$ cat config.mk
export PLATFORM = sky130hd
export DESIGN_NAME = fp_div_seq
export DESIGN_NICKNAME = d
export VERILOG_FILES = /design/src/rtl/fp_div_pkg.sv /design/src/rtl/fp_classify.sv /design/src/rtl/fp_div_seq.sv
export SDC_FILE = /design/constraint.sdc
export NUM_CORES = 1
export LEC_CHECK = 0
export BUFFER_PORTS_ARGS = -buffer_cell sky130_fd_sc_hd__buf_2
export CORE_MARGIN = 4
export CORE_UTILIZATION = 40
export DETAILED_ROUTE_END_ITERATION = 10
export HOLD_SLACK_MARGIN = 0.15
export PLACE_DENSITY = 0.57
export SLEW_MARGIN = 5
export SYNTH_ARGS = -nofsm -noshare
export SYNTH_HDL_FRONTEND = slang
export SYNTH_SLANG_ARGS = --single-unit
$ cat constraint.sdc
create_clock -name clk -period 5.7 [get_ports clk]
set_input_delay 0.285 -clock clk [delete_from_list [all_inputs] [get_ports clk]]
set_output_delay 0.285 -clock clk [all_outputs]
set_load 0.02 [all_outputs]
$ cat src/rtl/fp_div_pkg.sv
// Shared types and constants for the sequential IEEE-754 divider.
package fp_div_pkg;

    typedef enum logic [1:0] {
        ST_IDLE,
        ST_DIV,
        ST_NORM,
        ST_DONE
    } state_t;

    typedef enum logic [1:0] {
        CLS_ZERO,
        CLS_NORM,
        CLS_INF,
        CLS_NAN
    } cls_t;

    localparam int FLG_INV = 3;
    localparam int FLG_DBZ = 2;
    localparam int FLG_OVF = 1;
    localparam int FLG_UNF = 0;

endpackage

$ cat src/rtl/fp_classify.sv
// Combinational operand classifier; takes the magnitude (sign stripped) of an operand.
import fp_div_pkg::*;

module fp_classify #(
    parameter int N = 32,
    parameter int E = 8
) (
    input  logic [N-2:0] mag,
    output cls_t         cls
);

    localparam int F = N - E - 1;

    // Subnormals (exp=0) are folded into zero.
    always_comb begin
        if (mag[N-2:F] == '0)
            cls = CLS_ZERO;
        else if (mag[N-2:F] == '1)
            cls = (mag[F-1:0] == '0) ? CLS_INF : CLS_NAN;
        else
            cls = CLS_NORM;
    end

endmodule

$ cat src/rtl/fp_div_seq.sv
// Iterative restoring IEEE-754 divider, one quotient bit per cycle, valid/ready on both sides.
// Define FP_DIV_RNE_EN for round-to-nearest-even; otherwise truncation with max-finite on overflow.
import fp_div_pkg::*;

module fp_div_seq #(
    parameter int N = 32,
    parameter int E = 8
) (
    input  logic         clk,
    input  logic         rst_n,
    input  logic         in_valid,
    output logic         in_ready,
    input  logic [N-1:0] a,
    input  logic [N-1:0] b,
    output logic         out_valid,
    input  logic         out_ready,
    output logic [N-1:0] result,
    output logic [3:0]   flags
);

    localparam int F    = N - E - 1;
    localparam int BIAS = 2**(E-1) - 1;
    localparam int EW   = E + 2;
    localparam int CW   = $clog2(F + 3);

    localparam logic [CW-1:0]        CNT_LAST = CW'(F + 2);
    localparam logic signed [EW-1:0] EXP_INF  = EW'(2**E - 1);
    localparam logic signed [EW-1:0] EXP_ONE  = EW'(1);
    localparam logic signed [EW-1:0] EXP_BIAS = EW'(BIAS);
    localparam logic [N-1:0]         QNAN     = {1'b0, {E{1'b1}}, 1'b1, {(F-1){1'b0}}};

    state_t                 state;
    cls_t                   cls_a, cls_b;
    logic                   sign_r;
    logic signed [EW-1:0]   exp_r;
    logic [F:0]             mb_r;
    logic [F+1:0]           rem_r;
    logic [F+2:0]           q_r;
    logic [CW-1:0]          cnt_r;

    logic                   sgn;
    logic signed [EW-1:0]   exp_acc;
    logic                   spec_hit;
    logic [N-1:0]           spec_res;
    logic [3:0]             spec_flg;

    logic                   ge;
    logic [F+1:0]           rem_sub;
    logic [F+1:0]           rem_next;

    logic signed [EW-1:0]   exp_t, exp_f;
    logic [F-1:0]           frac_t, frac_f;
    logic [N-1:0]           norm_res;
    logic [3:0]             norm_flg;

    assign in_ready = (state == ST_IDLE) && rst_n;

    fp_classify #(.N(N), .E(E)) u_cls_a (.mag(a[N-2:0]), .cls(cls_a));
    fp_classify #(.N(N), .E(E)) u_cls_b (.mag(b[N-2:0]), .cls(cls_b));

    assign sgn     = a[N-1] ^ b[N-1];
    assign exp_acc = $signed({2'b00, a[N-2:F]}) - $signed({2'b00, b[N-2:F]}) + EXP_BIAS;

    always_comb begin
        spec_hit = 1'b1;
        spec_res = '0;
        spec_flg = '0;
        if (cls_a == CLS_NAN || cls_b == CLS_NAN) begin
            spec_res = QNAN;
        end else if ((cls_a == CLS_ZERO && cls_b == CLS_ZERO) ||
                     (cls_a == CLS_INF  && cls_b == CLS_INF)) begin
            spec_res = QNAN;
            spec_flg[FLG_INV] = 1'b1;
        end else if (cls_a == CLS_INF) begin
            spec_res = {sgn, {E{1'b1}}, {F{1'b0}}};
        end else if (cls_b == CLS_ZERO) begin
            spec_res = {sgn, {E{1'b1}}, {F{1'b0}}};
            spec_flg[FLG_DBZ] = 1'b1;
        end else if (cls_b == CLS_INF || cls_a == CLS_ZERO) begin
            spec_res = {sgn, {(N-1){1'b0}}};
        end else begin
            spec_hit = 1'b0;
        end
    end

    // rem stays below 2*mb, so the subtracted value always fits in F+1 bits before the shift.
    always_comb begin
        ge       = (rem_r >= {1'b0, mb_r});
        rem_sub  = ge ? (rem_r - {1'b0, mb_r}) : rem_r;
        rem_next = {rem_sub[F:0], 1'b0};
    end

`ifdef FP_DIV_RNE_EN
    logic       guard, sticky;
    logic [F:0] frac_sum;
`endif

    always_comb begin
        if (q_r[F+2]) begin
            frac_t = q_r[F+1:2];
            exp_t  = exp_r;
        end else begin
            frac_t = q_r[F:1];
            exp_t  = exp_r - EXP_ONE;
        end
        frac_f = frac_t;
        exp_f  = exp_t;
`ifdef FP_DIV_RNE_EN
        if (q_r[F+2]) begin
            guard  = q_r[1];
            sticky = q_r[0] | (rem_r != '0);
        end else begin
            guard  = q_r[0];
            sticky = (rem_r != '0);
        end
        frac_sum = {1'b0, frac_t} + {{F{1'b0}}, guard & (sticky | frac_t[0])};
        frac_f   = frac_sum[F-1:0];
        if (frac_sum[F])
            exp_f = exp_t + EXP_ONE;
`endif
        norm_flg = '0;
        norm_res = {sign_r, exp_f[E-1:0], frac_f};
        if (exp_f >= EXP_INF) begin
            norm_flg[FLG_OVF] = 1'b1;
`ifdef FP_DIV_RNE_EN
            norm_res = {sign_r, {E{1'b1}}, {F{1'b0}}};
`else
            norm_res = {sign_r, {(E-1){1'b1}}, 1'b0, {F{1'b1}}};
`endif
        end else if (exp_f < EXP_ONE) begin
            norm_flg[FLG_UNF] = 1'b1;
            norm_res = {sign_r, {(N-1){1'b0}}};
        end
    end

    always_ff @(posedge clk) begin
        if (!rst_n) begin
            state     <= ST_IDLE;
            out_valid <= 1'b0;
            result    <= '0;
            flags     <= '0;
            sign_r    <= 1'b0;
            exp_r     <= '0;
            mb_r      <= '0;
            rem_r     <= '0;
            q_r       <= '0;
            cnt_r     <= '0;
        end else begin
            case (state)
                ST_IDLE: begin
                    if (in_valid) begin
                        sign_r <= sgn;
                        exp_r  <= exp_acc;
                        mb_r   <= {1'b1, b[F-1:0]};
                        rem_r  <= {2'b01, a[F-1:0]};
                        q_r    <= '0;
                        cnt_r  <= '0;
                        if (spec_hit) begin
                            result <= spec_res;
                            flags  <= spec_flg;
                            state  <= ST_DONE;
                        end else begin
                            state  <= ST_DIV;
                        end
                    end
                end
                ST_DIV: begin
                    rem_r <= rem_next;
                    q_r   <= {q_r[F+1:0], ge};
                    cnt_r <= cnt_r + CW'(1);
                    if (cnt_r == CNT_LAST)
                        state <= ST_NORM;
                end
                ST_NORM: begin
                    result <= norm_res;
                    flags  <= norm_flg;
                    state  <= ST_DONE;
                end
                ST_DONE: begin
                    // out_valid rises one cycle after entry, giving both paths a common timing.
                    if (!out_valid) begin
                        out_valid <= 1'b1;
                    end else if (out_ready) begin
                        out_valid <= 1'b0;
                        state     <= ST_IDLE;
                    end
                end
                default: state <= ST_IDLE;
            endcase
        end
    end

endmodule

# [Word level (Yosys, flattened, before mapping)]
# Cells that the tools add are included.
# W data, S select, Z words.
[word_totals] in_bits=68 out_inout_bits=38 reg_bits=130 elab_cells=102
[classes] bitwise=1 order_cmp=3 muxes=49 eq_ne=15 n_reduce_logical=19 addsub=5
[ops] cell="$mux W32" n=7
[ops] cell="$pmux W32 S2" n=1
[ops] cell="$mux W31" n=2
[ops] cell="$pmux W26 S2" n=1
[ops] cell="$pmux W25 S2" n=1
[ops] cell="$logic_not A23 Y1" n=2
[ops] cell="$mux W26" n=1
[ops] cell="$ge A25 B24 Y1" n=1
[ops] cell="$mux W25" n=1
[ops] cell="$mux W24" n=1
[ops] cell="$sub A24 B24 Y24" n=1
[ops] cell="$mux W23" n=1
[ops] cell="$mux W2" n=10
[ops] cell="$eq A8 B8 Y1 const B" n=2
[ops] cell="$logic_not A8 Y1" n=2
[ops] cell="$mux W1" n=16
[ops] cell="$eq A2 B2 Y1 const B" n=6
[ops] cell="$add A9 B8 Y10 const B" n=1
[ops] cell="$ge A10 B9 Y1 const B" n=1
[ops] cell="$lt A10 B2 Y1 const B" n=1
[ops] cell="$mux W10" n=1
[ops] cell="$ne A2 B2 Y1 const B" n=5
[ops] cell="$pmux W5 S2" n=1
[ops] cell="$sub A10 B2 Y10 const B" n=1
[ops] cell="other kinds (16)" n=25

# [Logic depth before layout (Yosys ltp)]
# Gate-level depths: netlist of the first run.
[logic_depth] word_depth=14 depth_mapped=13 ltp_nobuf=12

# [By module]
# A second synthesis of the first run with hierarchy kept.
[unflattened] hier_cells=940 hier_area_um2=7648.6
[modules_own_cells] module="fp_div_seq" n_inst=1 area_each_um2=7455.9 seq_area_each_um2=2602.5 cells_per_inst=912
[modules_own_cells] module="fp_classify" n_inst=2 area_each_um2=96.3 seq_area_each_um2=0.0 cells_per_inst=14

# [Worst setup path after synthesis of the first run]
# No wires, ideal clock.
[synth_path] path_kind="register to register" from="register exp_r[0]" to="register result[11]" setup_ps=123 arrival_time_ps=2312 period_less_slack_ps=2436 slack_ps=3264 required_time_ps=5577 n_path_buf=3 path_stages_with_launch=14 path_cell_list="dfxtp_1 > buf_6 > inv_1 > ha_1 > nand2b_2 > xnor2_1 > or4_1 > nor2_1 > nand4_1 > and3_1 > buf_6 > buf_6 > a221oi_1 > nor2b_1"
[synth_between] elab_chain_cells=6 word_cells_on_any_way=7 classes_between="1 x add/sub; 2 x order compare; 4 x mux"
[synth_rtl] element="start, declared" line_no="fp_div_seq.sv:35" rtl="logic signed [EW-1:0] exp_r;"
[synth_rtl] element="start signal, assigned" line_no="fp_div_seq.sv:153" rtl="exp_r <= exp_acc;"
[synth_rtl] element="$sub A10 B2 Y10" line_no="fp_div_seq.sv:104" rtl="exp_t = exp_r - EXP_ONE;"
[synth_rtl] element="$mux W10 *" line_no="fp_div_seq.sv:99" rtl="if (q_r[F+2]) begin"
[synth_rtl] element="$lt A10 B2 Y1" line_no="fp_div_seq.sv:130" rtl="end else if (exp_f < EXP_ONE) begin"
[synth_rtl] element="$mux W31" line_no="fp_div_seq.sv:130"
[synth_rtl] element="$mux W31 *" line_no="fp_div_seq.sv:123" rtl="if (exp_f >= EXP_INF) begin"
[synth_rtl] element="$pmux W32 S2 *" line_no="fp_div_seq.sv:149" rtl="case (state)"
[synth_rtl] element="end signal, assigned" line_no="fp_div_seq.sv:159" rtl="result <= spec_res;"
[synth_rtl] element="end signal, assigned" line_no="fp_div_seq.sv:175" rtl="result <= norm_res;"
[synth_rtl] element="end, declared" line_no="fp_div_seq.sv:17" rtl="output logic [N-1:0] result,"
# Mark *: on every way between the ends. The rest lies on a longest branch, timed or not.
# A chain may end at the register's enable or synchronous reset.

# [Worst setup path after layout of the first run]
[layout_path] from="input b[8]" to="register result[0]"
[layout_between] elab_chain_cells=13 word_cells_on_any_way=26 classes_between="3 x eq/ne; 15 x mux; 8 x reduce/logical"
[layout_rtl] element="start, declared" line_no="fp_div_seq.sv:14" rtl="input logic [N-1:0] b,"
[layout_rtl] element="$logic_not A23 Y1 *" line_no="fp_classify.sv:19" rtl="cls = (mag[F-1:0] == '0) ? CLS_INF : CLS_NAN;"
[layout_rtl] element="$mux W1 *" line_no="fp_classify.sv:19"
[layout_rtl] element="$mux W2 *" line_no="fp_classify.sv:18" rtl="else if (mag[N-2:F] == '1)"
[layout_rtl] element="$mux W2 *" line_no="fp_classify.sv:16" rtl="if (mag[N-2:F] == '0)"
[layout_rtl] element="$eq A2 B2 Y1" line_no="fp_div_seq.sv:71, fp_div_seq.sv:79"
[layout_rtl] element="$logic_or A1 B1 Y1" line_no="fp_div_seq.sv:79" rtl="end else if (cls_b == CLS_INF || cls_a == CLS_ZERO) begin"
[layout_rtl] element="$mux W1" line_no="fp_div_seq.sv:79"
[layout_rtl] element="$mux W1" line_no="fp_div_seq.sv:76" rtl="end else if (cls_b == CLS_ZERO) begin"
[layout_rtl] element="$mux W1" line_no="fp_div_seq.sv:74" rtl="end else if (cls_a == CLS_INF) begin"
[layout_rtl] element="$mux W1" line_no="fp_div_seq.sv:70" rtl="end else if ((cls_a == CLS_ZERO && cls_b == CLS_ZERO) ||"
[layout_rtl] element="$mux W1" line_no="fp_div_seq.sv:68" rtl="if (cls_a == CLS_NAN || cls_b == CLS_NAN) begin"
[layout_rtl] element="$ne A2 B2 Y1 (no line)"
[layout_rtl] element="$reduce_and A3 Y1 (no line)"
# Mark *: on every way between the ends. The rest lies on a longest branch, timed or not. The select of a mux whose other input is x is not followed.

==> reports/results.md, run 1 <==
### Critical path
• **R2R depth** 11
• **Reg2Reg Capture Point** rem_r[4]
• **arrival time of data at the critical path endpoint** 3640 ps
• **startpoint types** primary input
• **worst setup path endpoint** result[0]
• **Critical Path Fanout Max** 26
• **sort of element at the end of the critical path** register
• **Req. time, crit path** 6060 ps
• **critical path start-end classification** in -> reg
• **worst setup slack for register-to-register paths** 2480 ps
• **startpoint of the most critical register-to-register path** rem_r[0]
• **start point of the critical path** b[8]

### Yosys
• **library cell occupying the most area in the post-synthesis netlist** dfxtp_1
• **Compound-Gate Fraction of Synth Area** 25.1%
• **Synth Area in Simple Gates** 22.2%
• **synthesized area divided by synthesized cell count** 8.32 µm²
• **count of flip-flops with a built-in enable after synthesis** 0
• **number of standard cells after synthesis** 975
• **flops & latches, synth** 130
• **largest family of logic cells by synthesized area** compound AO/OA/AOI/OAI gates
• **ys flop type** dfxtp_1
• **leading cell types by total area after synthesis** dfxtp_1, ha_1, nand2_1, nor2b_1, mux2_2
• **sequential share of the synthesized area** 32.1%
• **post-synthesis xor/xnor area fraction** 4.21%
• **fraction of synthesized cell area taken by the top area cell type** 32.1%
• **proportion of synthesized flip-flops having asynchronous set or reset** 0%
• **cell area after synthesis** 8110 µm²
• **distinct cell type count of the synthesized netlist** 74
• **count of yosys warnings during synthesis** 0
• **multiplexer area fraction after synthesis** 3.44%
• **adder-cell area share of the yosys netlist** 6.67%
• **net count of the mapped netlist** 1085

### Route
• **Iter 0 DRT Violations** 386
• **first-pass detailed-route iteration total** 5
• **final antenna-violating net count** 0
• **aggregate routed wire length** 22.3 mm
• **average wire per standard cell** 16.6 µm
• **total via count in the routed design** 7357
• **post-route DRC violation count** 0
• **per-cell via count in the routed design** 5.47

### Floorplanning
• **std cell rows** 51
• **total core area** 19700 µm²
• **height of the chip** 150 µm
• **initial cell density of the core** 41.1%
• **number of primary I/O pins** 106
• **overall die width** 150 µm
• **floorplan die area** 22600 µm²

### CTS
• **Clock Root Buffer** clkbuf_16
• **maximum clock path buffer count** 2
• **CTS H-tree depth** 4
• **clk_lat worst skew** 430 ps
• **Worst-path clk slew** 70 ps
• **number of sinks handled by clock tree synthesis** 130
• **post-CTS setup-driven buffer insertion count** 0
• **clock tree from TritonCTS** built
• **quantity of gates resized following cts** 0
• **cts bufs inserted** 17
• **number of buffers added to fix hold violations after cts** 24

### Final layout
• **number of inserted filler cells in the final layout** 1921
• **# diodes** 0
• **footprint of the flip-flops and latches** 2600 µm²
• **fin util** 48.5%
• **fraction of layout instances using a drive strength above 1** 17.2%
• **area grow syn2layout** 18.0%
• **multi-input logic area** 5020 µm²
• **number of nets in the layout** 1177

### Timing
• **WHS** 202 ps
• **Clock Skew** 14.5 ps
• **RSZ-0062 raised after global routing** false
• **max-slew violation count** 0
• **final setup violating endpoints** 0
• **Slew @ Worst Pin** 1050 ps
• **number of failing hold endpoints at the final stage** 0
• **summed negative setup slack over all endpoints** 0 ps
• **share of the clock period used by the worst path after layout** 57.4%
• **normalized max-slew margin** 30.3%
• **post-route minimum period** 3270 ps
• **Highest Clock Rate** 0.305 GHz

### Min path
• **Worst Hold Class** in -> reg

### Global route
• **vias in the first global route** 7040
• **overall overflow remaining after global route** 0
• **largest net degree at the start of global routing** 98
• **number of antenna violations at the first check in global routing** 0
• **Overall Global Routing Usage** 20.1%
• **global-route wire length before repair** 36.5 mm

### Power
• **peak supply drop** 0.000365 V
• **pwr/cell area** 552 nW/µm²
• **leakage power total** 3.86 nW

### Status
• **result of the run** completed

### Placement
• **IO buf count** 105
• **Final Wtd Congestion** 0.864
• **HPWL after DPL** 15.9 mm

### Flow run
• **Max-cap violations** 0

## routing by layer
metal / vias up / wire length, µm / global-route usage [%] / share of wire [%]
li1: 3748 / - / - / -
met1: 3411 / 10600 / 27.2 / 47
met2: 178 / 10300 / 32.8 / 46
met3: 20 / 1100 / 3.70 / 4.9
met4: 0 / 345 / 5.90 / 1.5
met5: - / 0 / 0 / 0
## registers in the layout, indices dropped and copies added, names as in the netlist
| signal | cells |
|---|---|
| result | 32 |
| q_r | 26 |
| rem_r | 25 |
| mb_r | 24 |
| exp_r | 10 |
| cnt_r | 5 |
| flags | 4 |
| state | 2 |
| out_valid | 1 |
| sign_r | 1 |
## stage by stage
step	setup slack (ps)	instances	cell area, µm²	power [mW]
6_report	2430	1345	9570	5.28
5_1_grt	2150	1345	9570	5.70
4_1_cts	2420	1345	9570	5.28
3_5_place_dp	2100	1289	8740	4.17
3_3_place_gp	2150	1289	8740	4.17
2_1_floorplan	3260	975	8110	3.47
## cells by family after synthesis
family	count (synthesis)
adder cells (fa/ha/maj)	42
AND/OR/NAND/NOR	346
XOR/XNOR	39
AO/OA/AOI/OAI	277
buffers and inverters	116
flip-flops	130
multiplexers	25
## cells in the mapped netlist, drive strengths merged (3+ instances only)
cell / instances
a22oi: 31
nor4: 18
o211ai: 6
mux2: 23
nand3: 32
or3: 7
xor2: 20
and3: 5
and2: 10
o22ai: 3
a21oi: 36
a211oi: 7
nor2b: 60
nand4: 17
nand2b: 9
o31ai: 7
o21ai: 39
nor2: 41
inv: 51
a32oi: 5
o21a: 4
a22o: 20
clkbuf: 45
nand3b: 3
a31oi: 5
a21boi: 37
dfxtp: 130
or4: 4
xnor2: 19
o2111ai: 3
o311ai: 17
o211a: 5
buf: 20
a221oi: 24
ha: 40
a21o: 10
nand2: 117
nor3: 11
## power by group
| group | switching (mW) | internal [mW] | total, mW |
|---|---|---|---|
| Combinational | 1.86 | 1.11 | 2.97 |
| Clock | 0.494 | 0.586 | 1.08 |
| Sequential | 0.157 | 1.07 | 1.23 |
## cell type report
cell class                 count  share of cell area [%]
multi-input combinational    729                    52.5
sequential                   130                    27.2
timing repair buffer         138                    8.74
clock buffer                  17                    4.45
tap                          265                    3.47
inverter                      51                    2.00
clock inverter                15                    1.65
## worst min path at each step
| stage | startpoint | end | slack [ps] | cells after the start |
|---|---|---|---|---|
| finish | a[12] | rem_r[12] | 200 | 4 |
| floorplan | out_ready | out_valid | 400 | 1 |
| CTS | a[12] | rem_r[12] | 180 | 4 |
| global placement | mb_r[8] | mb_r[8] | 450 | 2 |
| detailed placement | mb_r[22] | mb_r[22] | 460 | 2 |
| global route | a[12] | rem_r[12] | 220 | 4 |
## worst max-delay path, cell delays in order
cell           delay [ps]
dlygate4sd3_1         540
buf_2                 140
nor4_1                430
and4_1                310
nand4_1               130
nand4_1               260
o311a_1               290
and3_1                880
a221oi_1              210
nor2b_1               150
## cell usage in the layout (no fill, tap or decap), types with 16 or more instances in the layout
cell	count
nor4_1	16
mux2_2	23
a221oi_1	22
buf_2	104
inv_1	51
nand2_1	117
xnor2_1	19
o21ai_0	37
nand3_1	32
nand4_1	16
dfxtp_1	130
xor2_1	20
clkbuf_16	17
nor2b_1	60
a21oi_1	35
ha_1	40
a22oi_1	31
o311ai_0	17
dlygate4sd3_1	24
a21boi_0	30
nor2_1	39
a22o_1	20
No activity file was read; power rests on OpenSTA's default activity.
==> run 2: changes to the inputs <==
ABC_AREA = 1   (was not set)
clock period = 3.3 ns   (was 5.7 ns; I/O delays follow)
==> reports/results.md, run 2 <==
### Power
• **peak supply drop** 0.000553 V
• **pwr/cell area** 985 nW/µm²
• **leakage power total** 4.79 nW

### Flow run
• **Max-cap violations** 0

### Critical path
• **Critical Path Fanout Max** 22
• **sort of element at the end of the critical path** register
• **Req. time, crit path** 3660 ps
• **critical path start-end classification** reg -> reg
• **Most common cell on crit path** nand2_1
• **Largest stage delay, worst path** 350 ps
• **list of cells traversed by the critical path** inv_1 -> ha_1 -> nand2_1 -> o21ai_2 -> nand2_1 -> nand2_1 -> nand2_1 -> nand2_1 -> nand2_1 -> nand3_2 -> buf_4 -> nand2_1 -> o21ai_0 -> nand2_1 -> a21oi_1
• **startpoint types** register
• **cell at the slowest stage of the critical path** ha_1
• **arrival time of data at the critical path endpoint** 3070 ps

### Floorplanning
• **initial cell density of the core** 41.1%
• **std cell rows** 52
• **floorplan die area** 23400 µm²
• **number of primary I/O pins** 106
• **total core area** 20500 µm²
• **overall die width** 153 µm
• **height of the chip** 153 µm

### Placement
• **IO buf count** 105
• **placed inst area** 9200 µm²
• **Final Wtd Congestion** 0.937
• **HPWL after DPL** 18.4 mm
• **post-placement worst setup slack** 648 ps
• **Placed Cells** 1657

### Final layout
• **fraction of layout instances using a drive strength above 1** 13.4%
• **biggest regs** result (32), q_r (26), rem_r (25)
• **# diodes** 0
• **number of inserted filler cells in the final layout** 2139
• **Biggest register** result
• **area of all placed cells without fillers** 10200 µm²
• **area grow syn2layout** 20.7%
• **number of nets in the layout** 1552
• **post-layout instance count excluding filler cells** 1725
• **fin util** 49.5%
• **most common library cell in the layout ignoring fill and taps** nand2_1
• **most frequent cells in the layout** nand2_1, inv_1, nor2_1, a21oi_1, dfxtp_1
• **number of flip-flops in the largest register** 32

### Yosys
• **largest family of logic cells by synthesized area** simple AND/OR/NAND/NOR gates
• **post-synthesis xor/xnor area fraction** 2.27%
• **leading cell types by total area after synthesis** dfxtp_1, nand2_1, a21oi_1, inv_1, nor2_1
• **synthesized area divided by synthesized cell count** 6.38 µm²
• **flops & latches, synth** 130
• **adder-cell area share of the yosys netlist** 6.42%
• **net count of the mapped netlist** 1430
• **ys flop type** dfxtp_1
• **multiplexer area fraction after synthesis** 0%
• **library cell occupying the most area in the post-synthesis netlist** dfxtp_1
• **proportion of synthesized flip-flops having asynchronous set or reset** 0%
• **Compound-Gate Fraction of Synth Area** 17.7%
• **Synth Area in Simple Gates** 32.5%
• **most repeated cell in the gate-level netlist after synthesis** nand2_1
• **cell area after synthesis** 8420 µm²
• **count of flip-flops with a built-in enable after synthesis** 0
• **distinct cell type count of the synthesized netlist** 42
• **leading cell types by count after synthesis** nand2_1, inv_1, nor2_1
• **fraction of synthesized cell area taken by the top area cell type** 30.9%
• **number of standard cells after synthesis** 1320
• **sequential share of the synthesized area** 30.9%
• **count of yosys warnings during synthesis** 0

### Timing
• **max-slew violation count** 0
• **Slew @ Worst Pin** 745 ps
• **Highest Clock Rate** 0.368 GHz
• **RSZ-0062 raised after global routing** false
• **final setup violating endpoints** 0
• **Clock Skew** 11.1 ps
• **normalized max-slew margin** 50.2%
• **summed negative setup slack over all endpoints** 0 ps
• **post-route minimum period** 2720 ps
• **number of failing hold endpoints at the final stage** 0
• **post-layout worst setup margin** 585 ps
• **share of the clock period used by the worst path after layout** 82.3%

### Global route
• **number of antenna violations at the first check in global routing** 0
• **global-route wire length before repair** 41.0 mm
• **largest net degree at the start of global routing** 49
• **vias in the first global route** 8328
• **Overall Global Routing Usage** 21.0%
• **overall overflow remaining after global route** 0

### CTS
• **CTS H-tree depth** 4
• **maximum clock path buffer count** 2
• **Worst-path clk slew** 60 ps
• **clock tree from TritonCTS** built
• **clk_lat worst skew** 430 ps
• **Clock Root Buffer** clkbuf_16
• **post-CTS setup-driven buffer insertion count** 0
• **number of sinks handled by clock tree synthesis** 130
• **quantity of gates resized following cts** 0
• **cts bufs inserted** 17
• **number of buffers added to fix hold violations after cts** 36

### Route
• **aggregate routed wire length** 24.9 mm
• **final antenna-violating net count** 0
• **first-pass detailed-route iteration total** 5
• **total via count in the routed design** 8738
• **post-route DRC violation count** 0
• **average wire per standard cell** 14.5 µm
• **Iter 0 DRT Violations** 493
• **per-cell via count in the routed design** 5.07

### Min path
• **Worst Hold Class** in -> reg

### Status
• **result of the run** completed

[run 2: area by class of cell]
type / instances / area (µm²) / share of cell area [%]
flip-flops and latches: 130 / 2600 / 25.6
well taps: 270 / 338 / 3.33
clock inverters: 14 / 154 / 1.52
repair buffers: 162 / 1060 / 10.4
clock buffers: 18 / 439 / 4.32
multi-input cells: 970 / 4960 / 48.9
inverters: 161 / 604 / 5.95
[run 2: where the power goes]
group	total (mW)	switching [mW]	internal, mW	leakage (nW)
clock network	1.91	0.772	1.14	0.289
registers	2.08	0.195	1.89	1.06
logic	6.00	3.99	2.01	3.44
[run 2: per-stage QoR]
| step | hold slack (ps) | total power, mW |
|---|---|---|
| floorplan | 330 | 6.51 |
| global placement | 447 | 8.03 |
| detailed placement | 454 | 8.01 |
| CTS | 151 | 10.0 |
| global route | 179 | 10.9 |
| finish | 161 | 10.0 |
[run 2: logic make-up after synthesis]
group	Yosys count
xor+xnor	21
buf+inv	220
simple gates	640
flops	130
fa+ha+maj	42
compound gates	267
[run 2: final timing paths]
kind	startpoint	to	slack [ps]	depth (start not counted)
worst max-delay path	mb_r[2]	rem_r[21]	580	15
worst min-delay path	a[1]	rem_r[1]	160	5
worst max register to register	mb_r[2]	rem_r[21]	580	15
worst min register to register	flags[1]	flags[1]	460	2
[run 2: layer usage]
metal	global-route usage, %	vias to the layer above	share of wire (%)
met3	3.03	25	4.3
met2	33.4	176	44
met4	5.43	0	1.4
li1	-	4570	-
met5	0	-	0
met1	29.8	3967	50
[run 2: worst max-delay path, delay by kind of cell (launching register included)]
kind / cells / cell delay (ps)
fa+ha+maj: 1 / 350
compound gates: 3 / 430
simple gates: 9 / 1230
buf+inv: 2 / 320
flops: 1 / 300
==> run 3: changes to the inputs <==
ABC_AREA = 0   (was 1)
clock period = 2.5 ns   (was 3.3 ns; I/O delays follow)
==> reports/results.md, run 3 (synthesis gave the netlist of run 1 again) <==
### Status
• **result of the run** finished with violations
• **violations in the final reports** setup timing

### CTS
• **Worst-path clk slew** 60 ps
• **clk_lat worst skew** 420 ps
• **cts bufs inserted** 17
• **maximum clock path buffer count** 2
• **number of sinks handled by clock tree synthesis** 130
• **CTS H-tree depth** 4
• **Clock Root Buffer** clkbuf_16
• **clock tree from TritonCTS** built

### Floorplanning
• **number of primary I/O pins** 106
• **overall die width** 150 µm
• **std cell rows** 51
• **initial cell density of the core** 41.1%
• **height of the chip** 150 µm
• **total core area** 19700 µm²
• **floorplan die area** 22600 µm²

### Timing
• **normalized max-slew margin** 55.7%
• **share of the clock period used by the worst path after layout** 100%
• **Highest Clock Rate** 0.399 GHz
• **Slew @ Worst Pin** 659 ps
• **final setup violating endpoints** 1
• **max-slew violation count** 0
• **Clock Skew** 8.29 ps
• **number of failing hold endpoints at the final stage** 0
• **post-route minimum period** 2510 ps
• **post-layout worst setup margin** -7.69 ps
• **RSZ-0062 raised after global routing** true

### Power
• **Final Power** 14.6 mW
• **peak supply drop** 0.000753 V
• **leakage power total** 4.50 nW
• **pwr/cell area** 1310 nW/µm²

### Route
• **final antenna-violating net count** 0
• **per-cell via count in the routed design** 5.51
• **average wire per standard cell** 16.6 µm
• **post-route DRC violation count** 0
• **first-pass detailed-route iteration total** 5
• **Iter 0 DRT Violations** 431
• **total via count in the routed design** 8000
• **aggregate routed wire length** 24.1 mm

### Placement
• **Placed Cells** 1362
• **HPWL after DPL** 16.5 mm
• **placed inst area** 9330 µm²
• **Final Wtd Congestion** 0.858
• **IO buf count** 105

### Global route
• **vias in the first global route** 7632
• **Overall Global Routing Usage** 20.6%
• **overall overflow remaining after global route** 0
• **largest net degree at the start of global routing** 68
• **global-route wire length before repair** 38.2 mm
• **number of antenna violations at the first check in global routing** 0

### Final layout
• **most frequent cells in the layout** dfxtp_1, nand2_1, buf_2, buf_4, nor2b_1
• **biggest regs** result (32), q_r (26), rem_r (25)
• **fraction of layout instances using a drive strength above 1** 29.6%
• **# diodes** 0
• **number of flip-flops in the largest register** 32
• **area of all placed cells without fillers** 11100 µm²
• **number of inserted filler cells in the final layout** 1796
• **post-layout instance count excluding filler cells** 1451
• **area grow syn2layout** 37.1%
• **multi-input logic area** 5560 µm²
• **footprint of the flip-flops and latches** 2610 µm²
• **number of nets in the layout** 1283
• **fin util** 56.4%
• **most common library cell in the layout ignoring fill and taps** dfxtp_1
• **Biggest register** result

### Critical path
• **list of cells traversed by the critical path** dlygate4sd3_1 -> buf_2 -> nor4_2 -> and4_1 -> nand4_2 -> a22o_1 -> o311a_1 -> and3_4 -> clkbuf_16 -> a221oi_2 -> nor2b_1
• **Req. time, crit path** 2800 ps
• **cell at the slowest stage of the critical path** dlygate4sd3_1
• **critical path start-end classification** in -> reg
• **arrival time of data at the critical path endpoint** 2810 ps
• **Largest stage delay, worst path** 540 ps
• **Critical Path Fanout Max** 13
• **sort of element at the end of the critical path** register
• **startpoint types** primary input

### Min path
• **Worst Hold Class** in -> reg

### Flow run
• **Max-cap violations** 0

==> run 3: worst paths after layout <==
path,from,end,slack [ps],cells past startpoint
worst min register to register,flags[0],flags[0],460,2
worst max-delay path,a[2],result[6],-8,11
worst min-delay path,b[15],mb_r[15],140,3
worst max register to register,exp_r[1],result[6],80,11
==> run 3: timing repair <==
action,in CTS,in global routing
gates cloned,0,4
buffers inserted,0,4
resized for setup,8,110
hold endpoints to repair,49,0
setup endpoints to repair,7,56
pin swaps,0,27
hold buffers,50,0
==> run 3: layer usage <==
layer,vias to the layer above,track usage [%],wire (µm)
met2,204,34.0,11400
met3,25,3.16,1080
met5,-,0,0
met1,3805,28.1,11300
li1,3966,-,-
met4,0,5.72,422
==> run 3: critical path: cells and delay by family <==
kind / cells / cell delay [ps]
AOI/OAI and AO/OA: 3 / 910
buffers and inverters: 3 / 880
and+or+nand+nor: 5 / 900
==> run 3: cell type report <==
| type | instances | share of cell area (%) |
|---|---|---|
| multi-input combinational | 729 | 50.0 |
| sequential | 130 | 23.5 |
| timing repair buffer | 244 | 16.5 |
| clock buffer | 17 | 3.83 |
| tap | 265 | 2.98 |
| inverter | 51 | 1.72 |
| clock inverter | 15 | 1.52 |
==> run 3: power by group <==
part	leakage [nW]	switching, mW	internal, mW	total [mW]
Clock	0.283	1.08	1.42	2.51
Combinational	3.16	5.16	4.09	9.24
Sequential	1.06	0.361	2.44	2.80
==> run 3: per-stage QoR <==
step	setup TNS (ps)	hold slack, ps	setup slack (ps)
finish	-7.69	143	-7.69
global route	-406	172	-46.8
CTS	-4.50	199	-4.50
detailed placement	-4130	354	-166
global placement	-3610	359	-152
floorplan	0	236	64.4
